[src/rtl/seq_shift_add_mul.sv]
// seq_shift_add_mul: iterative shift-and-add unsigned multiplier.
// Accepts one operand pair at a time and returns the WL-bit product a fixed
// WS cycles after the accept edge, then holds it until the consumer takes it.
//
// Ports:
//   clk        in   1   rising-edge clock
//   rst        in   1   asynchronous active-high reset
//   in_valid   in   1   operand pair offered
//   in_ready   out  1   operands accepted (high only in IDLE)
//   in_a       in   WS  multiplicand, unsigned
//   in_b       in   WS  multiplier, unsigned
//   out_valid  out  1   product available (DONE)
//   out_ready  in   1   consumer takes product
//   out_p      out  WL  product register (holds last product in IDLE)
//   busy       out  1   high in RUN or DONE
module seq_shift_add_mul #(
  parameter int unsigned WS = 16,
  parameter int unsigned WL = 32
) (
  input  logic          clk,
  input  logic          rst,
  input  logic          in_valid,
  output logic          in_ready,
  input  logic [WS-1:0] in_a,
  input  logic [WS-1:0] in_b,
  output logic          out_valid,
  input  logic          out_ready,
  output logic [WL-1:0] out_p,
  output logic          busy
);

  localparam int unsigned CW = $clog2(WS) + 1;

  // The product must be exactly twice the operand width.
  if (WL != 2 * WS) begin : g_width_check
    $error("seq_shift_add_mul: WL must equal 2*WS");
  end

  typedef enum logic [1:0] {
    S_IDLE = 2'd0,
    S_RUN  = 2'd1,
    S_DONE = 2'd2
  } state_t;

  state_t        state;
  state_t        state_nxt;
  logic [WL-1:0] acc;
  logic [WL-1:0] mcand;
  logic [WS-1:0] mplier;
  logic [WS-1:0] a_q;
  logic [WS-1:0] b_q;
  logic [CW-1:0] cnt;
  logic          last_step;

  assign last_step = (cnt == CW'(WS - 1));

  // Next-state logic.
  always_comb begin
    state_nxt = state;
    case (state)
      S_IDLE:  if (in_valid)  state_nxt = S_RUN;
      S_RUN:   if (last_step) state_nxt = S_DONE;
      S_DONE:  if (out_ready) state_nxt = S_IDLE;
      default: state_nxt = S_IDLE;
    endcase
  end

  // State register; handshake flags are registered from the next state so
  // they always track the state register exactly.
  always_ff @(posedge clk or posedge rst) begin
    if (rst) begin
      state     <= S_IDLE;
      in_ready  <= 1'b1;
      out_valid <= 1'b0;
      busy      <= 1'b0;
    end else begin
      state     <= state_nxt;
      in_ready  <= (state_nxt == S_IDLE);
      out_valid <= (state_nxt == S_DONE);
      busy      <= (state_nxt != S_IDLE);
    end
  end

  // Datapath: load on accept, one shift-and-add step per RUN cycle.
  always_ff @(posedge clk or posedge rst) begin
    if (rst) begin
      acc    <= '0;
      mcand  <= '0;
      mplier <= '0;
      cnt    <= '0;
      a_q    <= '0;
      b_q    <= '0;
    end else begin
      case (state)
        S_IDLE: begin
          if (in_valid) begin
            mcand  <= WL'(in_a);
            mplier <= in_b;
            acc    <= '0;
            cnt    <= '0;
            a_q    <= in_a;
            b_q    <= in_b;
          end
        end
        S_RUN: begin
          // Fixed WS steps; the partial sum never exceeds WL bits.
          if (mplier[0]) acc <= acc + mcand;
          mcand  <= mcand << 1;
          mplier <= mplier >> 1;
          cnt    <= cnt + CW'(1);
        end
        default: ;
      endcase
    end
  end

  assign out_p = acc;

  // Embedded properties.
  a_product: assert property (@(posedge clk) disable iff (rst)
    out_valid |-> (out_p == (WL'(a_q) * WL'(b_q))));
  a_ready_idle: assert property (@(posedge clk) disable iff (rst)
    in_ready == (state == S_IDLE));
  a_excl: assert property (@(posedge clk) disable iff (rst)
    !(in_ready && out_valid));

endmodule
[config.mk]
export PLATFORM = sky130hd
export DESIGN_NAME = seq_shift_add_mul
export DESIGN_NICKNAME = d
export VERILOG_FILES = /design/src/rtl/seq_shift_add_mul.sv
export SDC_FILE = /design/constraint.sdc
export NUM_CORES = 1
export LEC_CHECK = 0
export BUFFER_PORTS_ARGS = -buffer_cell sky130_fd_sc_hd__buf_2
export CORE_MARGIN = 1
export CORE_UTILIZATION = 58
export DETAILED_ROUTE_END_ITERATION = 8
export GPL_TIMING_DRIVEN = 0
export PLACE_DENSITY = 0.87
export SLEW_MARGIN = 20
export SYNTH_ARGS = -nofsm -noshare
export SYNTH_HDL_FRONTEND = slang
export SYNTH_SLANG_ARGS = --single-unit
[constraint.sdc]
create_clock -name clk -period 3.8 [get_ports clk]
set_clock_uncertainty 0.1 [all_clocks]
set_input_delay 0.38 -clock clk [delete_from_list [all_inputs] [get_ports clk]]
set_output_delay 0.38 -clock clk [all_outputs]
set_load 0.02 [all_outputs]
==> results.toml, run 1 <==
[logic_synthesis]
synth_top_family_by_area = "compound AO/OA/AOI/OAI gates"
synth_enable_flop_cells = 0
synth_xor_area_share_pct = 4.75
syn_inst = 595
yosys.area_share.simple_pct = 15.3
syn_area_um2 = 5350
synth-compound-area-share_pct = 26.3
yosys.cell_types.count = 49
synthAdderAreaFrac_pct = 8.10
syn_area_per_cell_um2 = 8.99
ys_async_sr_fraction_pct = 100
ys_seq_elements = 90
yosysSeqAreaShare_pct = 42.1
ys_warn_count = 0
synth.area.mux_share_pct = 0
synth_nets = 665
synthFlopType = "dfrtp_1"

[floorplanning]
io_pins = 71
row_count = 34
die_w_um = 98.0
die_area_um2 = 9610
initial_utilization_pct = 60.7
core_um2 = 8810
die-height_um = 98.0

[sta]
setup_viol_count_final = 0
finalSetupTns_ns = 0
finalHoldViolations = 0
drv_slew = 0
worst_pin_slew_ns = 0.559
timing.hold.ws_ns = 0.171
fmax_ghz = 0.314
fin_crit_sh_pct = 83.8
rsz0062_at_grt = "false"
fin_crit_ns = 3.18
slew_headroom_pct = 62.8

[power_and_ir_drop]
clockPowerShare_pct = 14.7
p_sw_mw = 2.10
leakage_nw = 2.91
powerDensity_nw_per_um2 = 758
intPower_mw = 2.50
swShare_pct = 45.7
pwr-share-comb_pct = 50.8
vdd_drop_max_uv = 303
pwr-share-seq_pct = 34.5

[run]
max_cap_violations = 0

[cts]
cts-root-buf = "clkbuf_8"
cts_num_sinks = 90
cts_tree = "done"
clock_path_buffers = 2
cts_htree_levels = 3
post_cts_resized = 0
clkTransAtPathRegs_ns = 0.09
cts_made_buffers = 9
clk_latency_ns = 0.36

[routing]
drc = 5
first_pass_iters = 7
drt-total-wl_um = 12700
wl_per_cell_um = 16.1
dr_total_vias = 4831
drt-initial-drc-count = 256
ant_nets = 0
via_per_inst = 6.11

[worst_setup_path]
cp.required_ns = 3.94
end_kind = "flip-flop"
worst-setup-path-type = "flip-flop to flip-flop"
arrival_ns = 3.33
start_kind = "flip-flop"
crit_fanout = 4

[finish]
layout.nets = 748
fill_cells = 708
multi_input_area_um2 = 2910
register_area_um2 = 2250
syn2layout_area_growth_pct = 13.6
final_common_cell = "nand2_1"
design_area_um2 = 6070
final_cells = 791
fin_util_pct = 69.0
final_cell_mix = "nand2_1 (90), dfrtp_1 (89), o21ai_0 (70), buf_2 (70)"
num_antenna_cells = 0
drive_gt1_share_pct = 13.8

[global_routing]
grt_max_degree = 57
grt_pass1_wl_um = 21500
antenna_found_initial = 0
overflow = 0
grt_pass1_vias = 4723
track_usage_pct = 27.7

[placement]
numPortBuffers = 70
placed_area_um2 = 5860
gp_congestion = 0.959
dp.cells = 774
hpwl_um = 9410

[min_path]
worstHoldPathType = "primary input to flip-flop"

[outcome]
failed_checks = "design-rule violations"
status = "complete, but fails checks"
## critical path, stage by stage (launching register included)
cell and delay [ns]:
dfrtp_1 0.40, ha_1 0.21, inv_1 0.06, fa_1 0.37, nor2b_1 0.26, o2111ai_1 0.21, and4b_1 0.24, o31ai_2 0.31
a311oi_1 0.23, o41ai_2 0.43, xnor2_1 0.16, o21ai_1 0.07
## state kept, by name (all words and copies together), names as in the netlist
name / cells
busy: 1
cnt: 5
in_ready: 1
mcand: 32
mplier: 16
out_p: 32
out_valid: 1
state: 2
## per-stage QoR
| stage | worst slack (ns) | total power [mW] |
|---|---|---|
| 2_1_floorplan | 0.979 | 3.27 |
| 3_3_place_gp | 0.00970 | 3.80 |
| 3_5_place_dp | 0.655 | 3.92 |
| 4_1_cts | 0.626 | 4.60 |
| 5_1_grt | 0.400 | 4.95 |
| 6_report | 0.615 | 4.60 |
## synth_stat cells, types with 8 or more instances
cell	instances	share of area, %
a21o_1	17	2.4
a21oi_1	35	3.3
a22o_1	20	3.3
a31oi_1	36	4.2
and2_1	31	3.6
clkbuf_1	36	2.5
dfrtp_1	89	42
ha_1	33	7.7
inv_1	11	0.77
nand2_1	90	6.3
nor2_1	12	0.84
o21ai_0	70	6.6
o21bai_1	8	1.1
xnor2_1	14	2.3
xor2_1	15	2.5
## final timing paths
check / startpoint / endpoint / slack (ns) / cells after the start
setup / recovery: out_p[0]$_DFFE_PP0P_ / out_p[30]$_DFFE_PP0P_ / 0.62 / 11
hold / removal: in_a[0] / mcand[0]$_DFFE_PP0P_ / 0.17 / 2
setup reg to reg: out_p[0]$_DFFE_PP0P_ / out_p[30]$_DFFE_PP0P_ / 0.62 / 11
hold reg to reg: mplier[9]$_DFFE_PP0P_ / mplier[9]$_DFFE_PP0P_ / 0.38 / 2
max in group asynchronous: rst / in_ready$_DFF_PP1_ / 2.48 / 4
min in group asynchronous: rst / mplier[3]$_DFFE_PP0P_ / 0.47 / 3
## routing by layer
| metal | global-route usage, % | wire (um) |
|---|---|---|
| met5 | 0 | 0 |
| met3 | 5.51 | 692 |
| met2 | 47.6 | 6230 |
| met1 | 34.6 | 5550 |
| met4 | 10.5 | 235 |
## layout make-up
class | count | share of cell area, %
Buffer | 37 | 2.29
Clock buffer | 10 | 2.27
Clock inverter | 6 | 1.07
Inverter | 12 | 0.783
Multi-Input combinational cell | 456 | 47.9
Sequential cell | 90 | 37.1
Tap cell | 108 | 2.22
Timing Repair Buffer | 72 | 6.39
## power by group through the flow
| stage | Combinational, mW | Sequential, mW | Clock, mW |
|---|---|---|---|
| final | 2.34 | 1.59 | 0.676 |
| after floorplan | 1.59 | 1.67 | 0 |
| after global placement | 2.22 | 1.58 | 0 |
| after global routing | 2.62 | 1.63 | 0.711 |
| after CTS | 2.33 | 1.58 | 0.682 |
| after detailed placement | 2.32 | 1.60 | 0 |
## cells by family (layout without fill, tap and decap cells)
| family | Yosys count | count (layout) |
|---|---|---|
| XOR/XNOR | 29 | 29 |
| buffers and inverters | 49 | 137 |
| adder cells (fa/ha/maj) | 34 | 34 |
| flip-flops | 90 | 90 |
| AO/OA/AOI/OAI | 222 | 222 |
| AND/OR/NAND/NOR | 171 | 171 |
## repair_timing
action | 4_1_cts | 5_1_grt
setup buffers | 0 | 0
hold endpoints to repair | 34 | 0
hold buffers | 1 | 0
Power figures use the tool's default switching activity.
==> run 2: changes to the inputs <==
==> constraint.sdc (replaced) <==
create_clock -name clk -period 3 [get_ports clk]
set_clock_uncertainty 0.1 [all_clocks]
set_input_delay 0.3 -clock clk [delete_from_list [all_inputs] [get_ports clk]]
set_output_delay 0.3 -clock clk [all_outputs]
set_load 0.02 [all_outputs]
==> run 2 against run 1 <==
Effect of this change:
- the run still ends with design-rule violations left
- global-route usage grew 0.062 points
- power grew 29%
- combinational power grew 31%
- largest cell class unchanged
==> results.toml, run 2 (synthesis gave the netlist of run 1 again) <==
[floorplanning]
die_area_um2 = 9610
row_count = 34
io_pins = 71
die-height_um = 98.0
die_w_um = 98.0
core_um2 = 8810
initial_utilization_pct = 60.7

[sta]
fin_crit_ns = 2.95
fmax_ghz = 0.339
setup_viol_count_final = 0
fin_crit_sh_pct = 98.2
finalHoldViolations = 0
setup_ws_ns = 0.0532
worst_pin_slew_ns = 0.537
slew_headroom_pct = 64.2
timing.hold.ws_ns = 0.0937
drv_slew = 0

[worst_setup_path]
r2r_slack_ns = 0.05
worstPathCellList = "ha_2, inv_1, fa_1, nor2b_4, o2111ai_4, and4b_1, o31ai_4, a311oi_2, o41ai_2, xnor2_1, o21ai_1"
crit_fanout = 3
arrival_ns = 3.09
path_delay_family = "compound AO/OA/AOI/OAI gates"
worst-setup-path-type = "flip-flop to flip-flop"
start_kind = "flip-flop"
end_kind = "flip-flop"
path_buf_inv = 1
cp.required_ns = 3.14
cp_slowest_cell = "fa_1"
critPathMaxStageDelay_ns = 0.43

[power_and_ir_drop]
clockPowerShare_pct = 14.4
swShare_pct = 45.9
leakage_nw = 2.95
p_sw_mw = 2.72
pwr-share-comb_pct = 51.7
intPower_mw = 3.21
powerDensity_nw_per_um2 = 961
vdd_drop_max_uv = 391
pwr-share-seq_pct = 33.9

[finish]
fill_cells = 684
syn2layout_area_growth_pct = 15.5
final_cell_mix = "nand2_1 (90), dfrtp_1 (89), o21ai_0 (70), buf_2 (70)"
drive_gt1_share_pct = 15.6
final_common_cell = "nand2_1"
num_antenna_cells = 0
layout.nets = 753
final_cells = 796

[routing]
ant_nets = 0
drc = 5
drt-initial-drc-count = 269
dr_total_vias = 4896
drt-total-wl_um = 13100
first_pass_iters = 7
wl_per_cell_um = 16.5
via_per_inst = 6.15

[cts]
clock_path_buffers = 2
cts_num_sinks = 90
cts_tree = "done"
cts_made_buffers = 9
cts_htree_levels = 3
clk_latency_ns = 0.36
cts-root-buf = "clkbuf_8"
clkTransAtPathRegs_ns = 0.09

[min_path]
worstHoldPathType = "primary input to flip-flop"

[outcome]
failed_checks = "design-rule violations"
status = "complete, but fails checks"

[global_routing]
antenna_found_initial = 0
grt_pass1_vias = 4740
grt_max_degree = 57
grt_pass1_wl_um = 21500
track_usage_pct = 27.8
overflow = 0

[placement]
place_ws_ns = -0.145
gp_congestion = 0.959
dp.cells = 774
hpwl_um = 9410
numPortBuffers = 70

[run]
max_cap_violations = 0
-- run 2: layout make-up --
cell class	count	area [um^2]	share of cell area, %
Clock inverter	6	65.1	1.05
Timing Repair Buffer	78	433	7.01
Multi-Input combinational cell	456	2970	48.1
Buffer	36	135	2.19
Tap cell	108	135	2.19
Clock buffer	10	138	2.23
Sequential cell	90	2250	36.5
Inverter	12	47.5	0.770
-- run 2: metal layers --
| layer | global-route usage, % | vias to the layer above | part of all wire (%) |
|---|---|---|---|
| li1 | - | 2330 | - |
| met4 | 10.6 | 0 | 1.9 |
| met2 | 47.6 | 168 | 50 |
| met3 | 5.51 | 27 | 5.4 |
| met1 | 34.7 | 2371 | 43 |
| met5 | 0 | - | 0 |
-- run 2: worst reg2reg max path: stages (launching register included) --
cell	delay [ns]
dfrtp_1	0.38
ha_2	0.21
inv_1	0.06
fa_1	0.43
nor2b_4	0.19
o2111ai_4	0.15
and4b_1	0.26
o31ai_4	0.24
a311oi_2	0.19
o41ai_2	0.38
xnor2_1	0.17
o21ai_1	0.07
-- run 2: repair_timing --
item                                    in CTS  in global routing
endpoints found under the hold margin       34                  0
endpoints found under the setup margin       1                  4
buffers inserted                             0                  6
gates resized for setup                      2                  8
pin swaps                                    1                  5
hold buffers                                 1                  0
-- run 2: final timing paths --
path                                    endpoint             startpoint  cells past startpoint
setup / recovery           out_p[30]$_DFFE_PP0P_   out_p[0]$_DFFE_PP0P_                     11
hold / removal              mcand[0]$_DFFE_PP0P_                in_a[0]                      2
setup reg to reg           out_p[30]$_DFFE_PP0P_   out_p[0]$_DFFE_PP0P_                     11
hold reg to reg            mplier[9]$_DFFE_PP0P_  mplier[9]$_DFFE_PP0P_                      2
max in group asynchronous     in_ready$_DFF_PP1_                    rst                      4
min in group asynchronous  mplier[3]$_DFFE_PP0P_                    rst                      3
-- run 2: power by group through the flow --
stage / logic [mW] / clock network [mW] / registers, mW
after global routing: 3.41 / 0.901 / 2.06
after CTS: 2.96 / 0.864 / 2.00
after global placement: 2.81 / 0 / 2.00
final: 3.06 / 0.856 / 2.01
after floorplan: 2.02 / 0 / 2.12
after detailed placement: 2.94 / 0 / 2.03
-- run 2: per-stage QoR --
stage                     instance area, um^2  setup TNS (ns)  utilization, %  total power, mW
after floorplan                          5350               0               -             4.14
after global placement                   5830          -62.79            66.2             4.81
after detailed placement                 5860          -0.145            66.6             4.97
after CTS                                6080               0            69.1             5.83
after global routing                     6170         -0.0365            70.1             6.37
final                                    6170               0            70.1             5.93
==> run 3: changes to the inputs <==
==> constraint.sdc (replaced) <==
create_clock -name clk -period 3 [get_ports clk]
set_clock_uncertainty 0.1 [all_clocks]
set_input_delay 0.45 -clock clk [delete_from_list [all_inputs] [get_ports clk]]
set_output_delay 0.45 -clock clk [all_outputs]
set_load 0.02 [all_outputs]
==> run 3 against run 2 <==
Effect of this change:
- the flow finishes with violations (design-rule violations, negative hold slack)
- non-clock buffer count shrank 1
- wire length grew 0.30%
- register-to-register slack about the same
- global-route usage did not move
- power rose by 0.12%
- core utilization down 0.11 points
- critical path type unchanged
- highest routed layer unchanged
==> results.toml, run 3 (synthesis gave the netlist of run 1 again) <==
[floorplanning]
die_area_um2 = 9610
die-height_um = 98.0
initial_utilization_pct = 60.7
core_um2 = 8810
die_w_um = 98.0
io_pins = 71
row_count = 34

[worst_setup_path]
critPathMaxStageDelay_ns = 0.43
cp_slowest_cell = "fa_1"
path_buf_inv = 1
end_kind = "flip-flop"
crit_fanout = 3
worstPathCellList = "ha_2, inv_1, fa_1, nor2b_4, o2111ai_4, and4b_1, o31ai_4, a311oi_2, o41ai_2, xnor2_1, o21ai_1"
arrival_ns = 3.10
worst-setup-path-type = "flip-flop to flip-flop"
cp.required_ns = 3.14
path_delay_family = "compound AO/OA/AOI/OAI gates"
start_kind = "flip-flop"

[finish]
drive_gt1_share_pct = 15.6
layout.nets = 752
syn2layout_area_growth_pct = 15.3
design_area_um2 = 6160
final_cell_mix = "nand2_1 (90), dfrtp_1 (89), o21ai_0 (70), buf_2 (70)"
final_common_cell = "nand2_1"
num_antenna_cells = 0

[placement]
place_ws_ns = -0.145
numPortBuffers = 70
gp_congestion = 0.959
placed_area_um2 = 5860
hpwl_um = 9410

[sta]
worst_pin_slew_ns = 0.547
timing.hold.ws_ns = -0.00778
setup_ws_ns = 0.0470
drv_slew = 0
fin_crit_ns = 2.95
fmax_ghz = 0.339
fin_crit_sh_pct = 98.4
setup_viol_count_final = 0
finalHoldViolations = 20
slew_headroom_pct = 63.5

[global_routing]
grt_max_degree = 57
antenna_found_initial = 0
grt_pass1_wl_um = 21500
track_usage_pct = 27.8
grt_pass1_vias = 4740
overflow = 0

[routing]
dr_total_vias = 4894
via_per_inst = 6.16
wl_per_cell_um = 16.6
ant_nets = 0
drc = 5
drt-total-wl_um = 13200
drt-initial-drc-count = 257
first_pass_iters = 7

[power_and_ir_drop]
power.total_mw = 5.94
powerDensity_nw_per_um2 = 963
vdd_drop_max_uv = 397
leakage_nw = 2.94

[run]
max_cap_violations = 0

[cts]
clock_path_buffers = 2
ctsHoldBuffers = 0
cts-root-buf = "clkbuf_8"
cts_tree = "done"
cts_htree_levels = 3
clkTransAtPathRegs_ns = 0.09
cts_made_buffers = 9
cts_num_sinks = 90
clk_latency_ns = 0.37

[outcome]
failed_checks = "design-rule violations, negative hold slack"
status = "complete, but fails checks"

[min_path]
worstHoldPathType = "primary input to async pin"
## run 3: cell count changes in the layout (fill, tap and decap cells not counted)
cell	previous run	this run
dlygate4sd3_1	1	0
## run 3: worst register-to-register path, stage by stage (launching register included)
cell and delay, ns:
dfrtp_1 0.38, ha_2 0.21, inv_1 0.06, fa_1 0.43
nor2b_4 0.19, o2111ai_4 0.15, and4b_1 0.26, o31ai_4 0.24
a311oi_2 0.19, o41ai_2 0.38, xnor2_1 0.18, o21ai_1 0.07
## run 3: power breakdown
part	total, mW	switching [mW]	leakage [nW]	internal [mW]
combinational	3.06	1.92	1.65	1.14
sequential	2.01	0.356	1.19	1.65
clock	0.861	0.452	0.103	0.410
total	5.94	2.73	2.94	3.21
## run 3: worst paths after layout
check / startpoint / endpoint / slack [ns] / cells past startpoint
max in group asynchronous: rst / in_ready$_DFF_PP1_ / 2.17 / 3
hold / removal: rst / mplier[3]$_DFFE_PP0P_ / -0.008 / 2
setup / recovery: out_p[0]$_DFFE_PP0P_ / out_p[30]$_DFFE_PP0P_ / 0.05 / 11
setup reg to reg: out_p[0]$_DFFE_PP0P_ / out_p[30]$_DFFE_PP0P_ / 0.05 / 11
hold reg to reg: mplier[9]$_DFFE_PP0P_ / mplier[9]$_DFFE_PP0P_ / 0.38 / 2
min in group clk: in_a[0] / mcand[0]$_DFFE_PP0P_ / 0.24 / 2
## run 3: area by class of cell
class	count	area, um^2
Clock inverter	6	65.1
Multi-Input combinational cell	456	2970
Fill cell	685	2640
Sequential cell	90	2250
Tap cell	108	135
Inverter	12	47.5
Buffer	36	135
Timing Repair Buffer	77	423
Clock buffer	10	138
## run 3: metal layers
layer | global-route usage (%) | vias up | part of all wire, %
met5 | 0 | - | 0
met1 | 34.7 | 2388 | 44
met2 | 47.6 | 154 | 49
met3 | 5.51 | 26 | 4.8
li1 | - | 2326 | -
met4 | 10.6 | 0 | 2.0
## run 3: repair_timing
| action | 4_1_cts | 5_1_grt |
|---|---|---|
| pin swaps | 1 | 5 |
| hold endpoints to repair | 0 | 0 |
| buffers inserted | 0 | 6 |
| gates resized for setup | 2 | 8 |
| setup endpoints to repair | 1 | 4 |
## run 3: through the flow
stage	hold slack (ns)	cells	utilization, %	setup TNS (ns)
2_1_floorplan	0.342	595	-	0
3_3_place_gp	0.358	773	66.2	-76.14
3_5_place_dp	0.366	774	66.6	-0.145
4_1_cts	0.00299	790	69.0	0
5_1_grt	0.0186	795	70.0	-0.0365
6_report	-0.00778	795	70.0	0
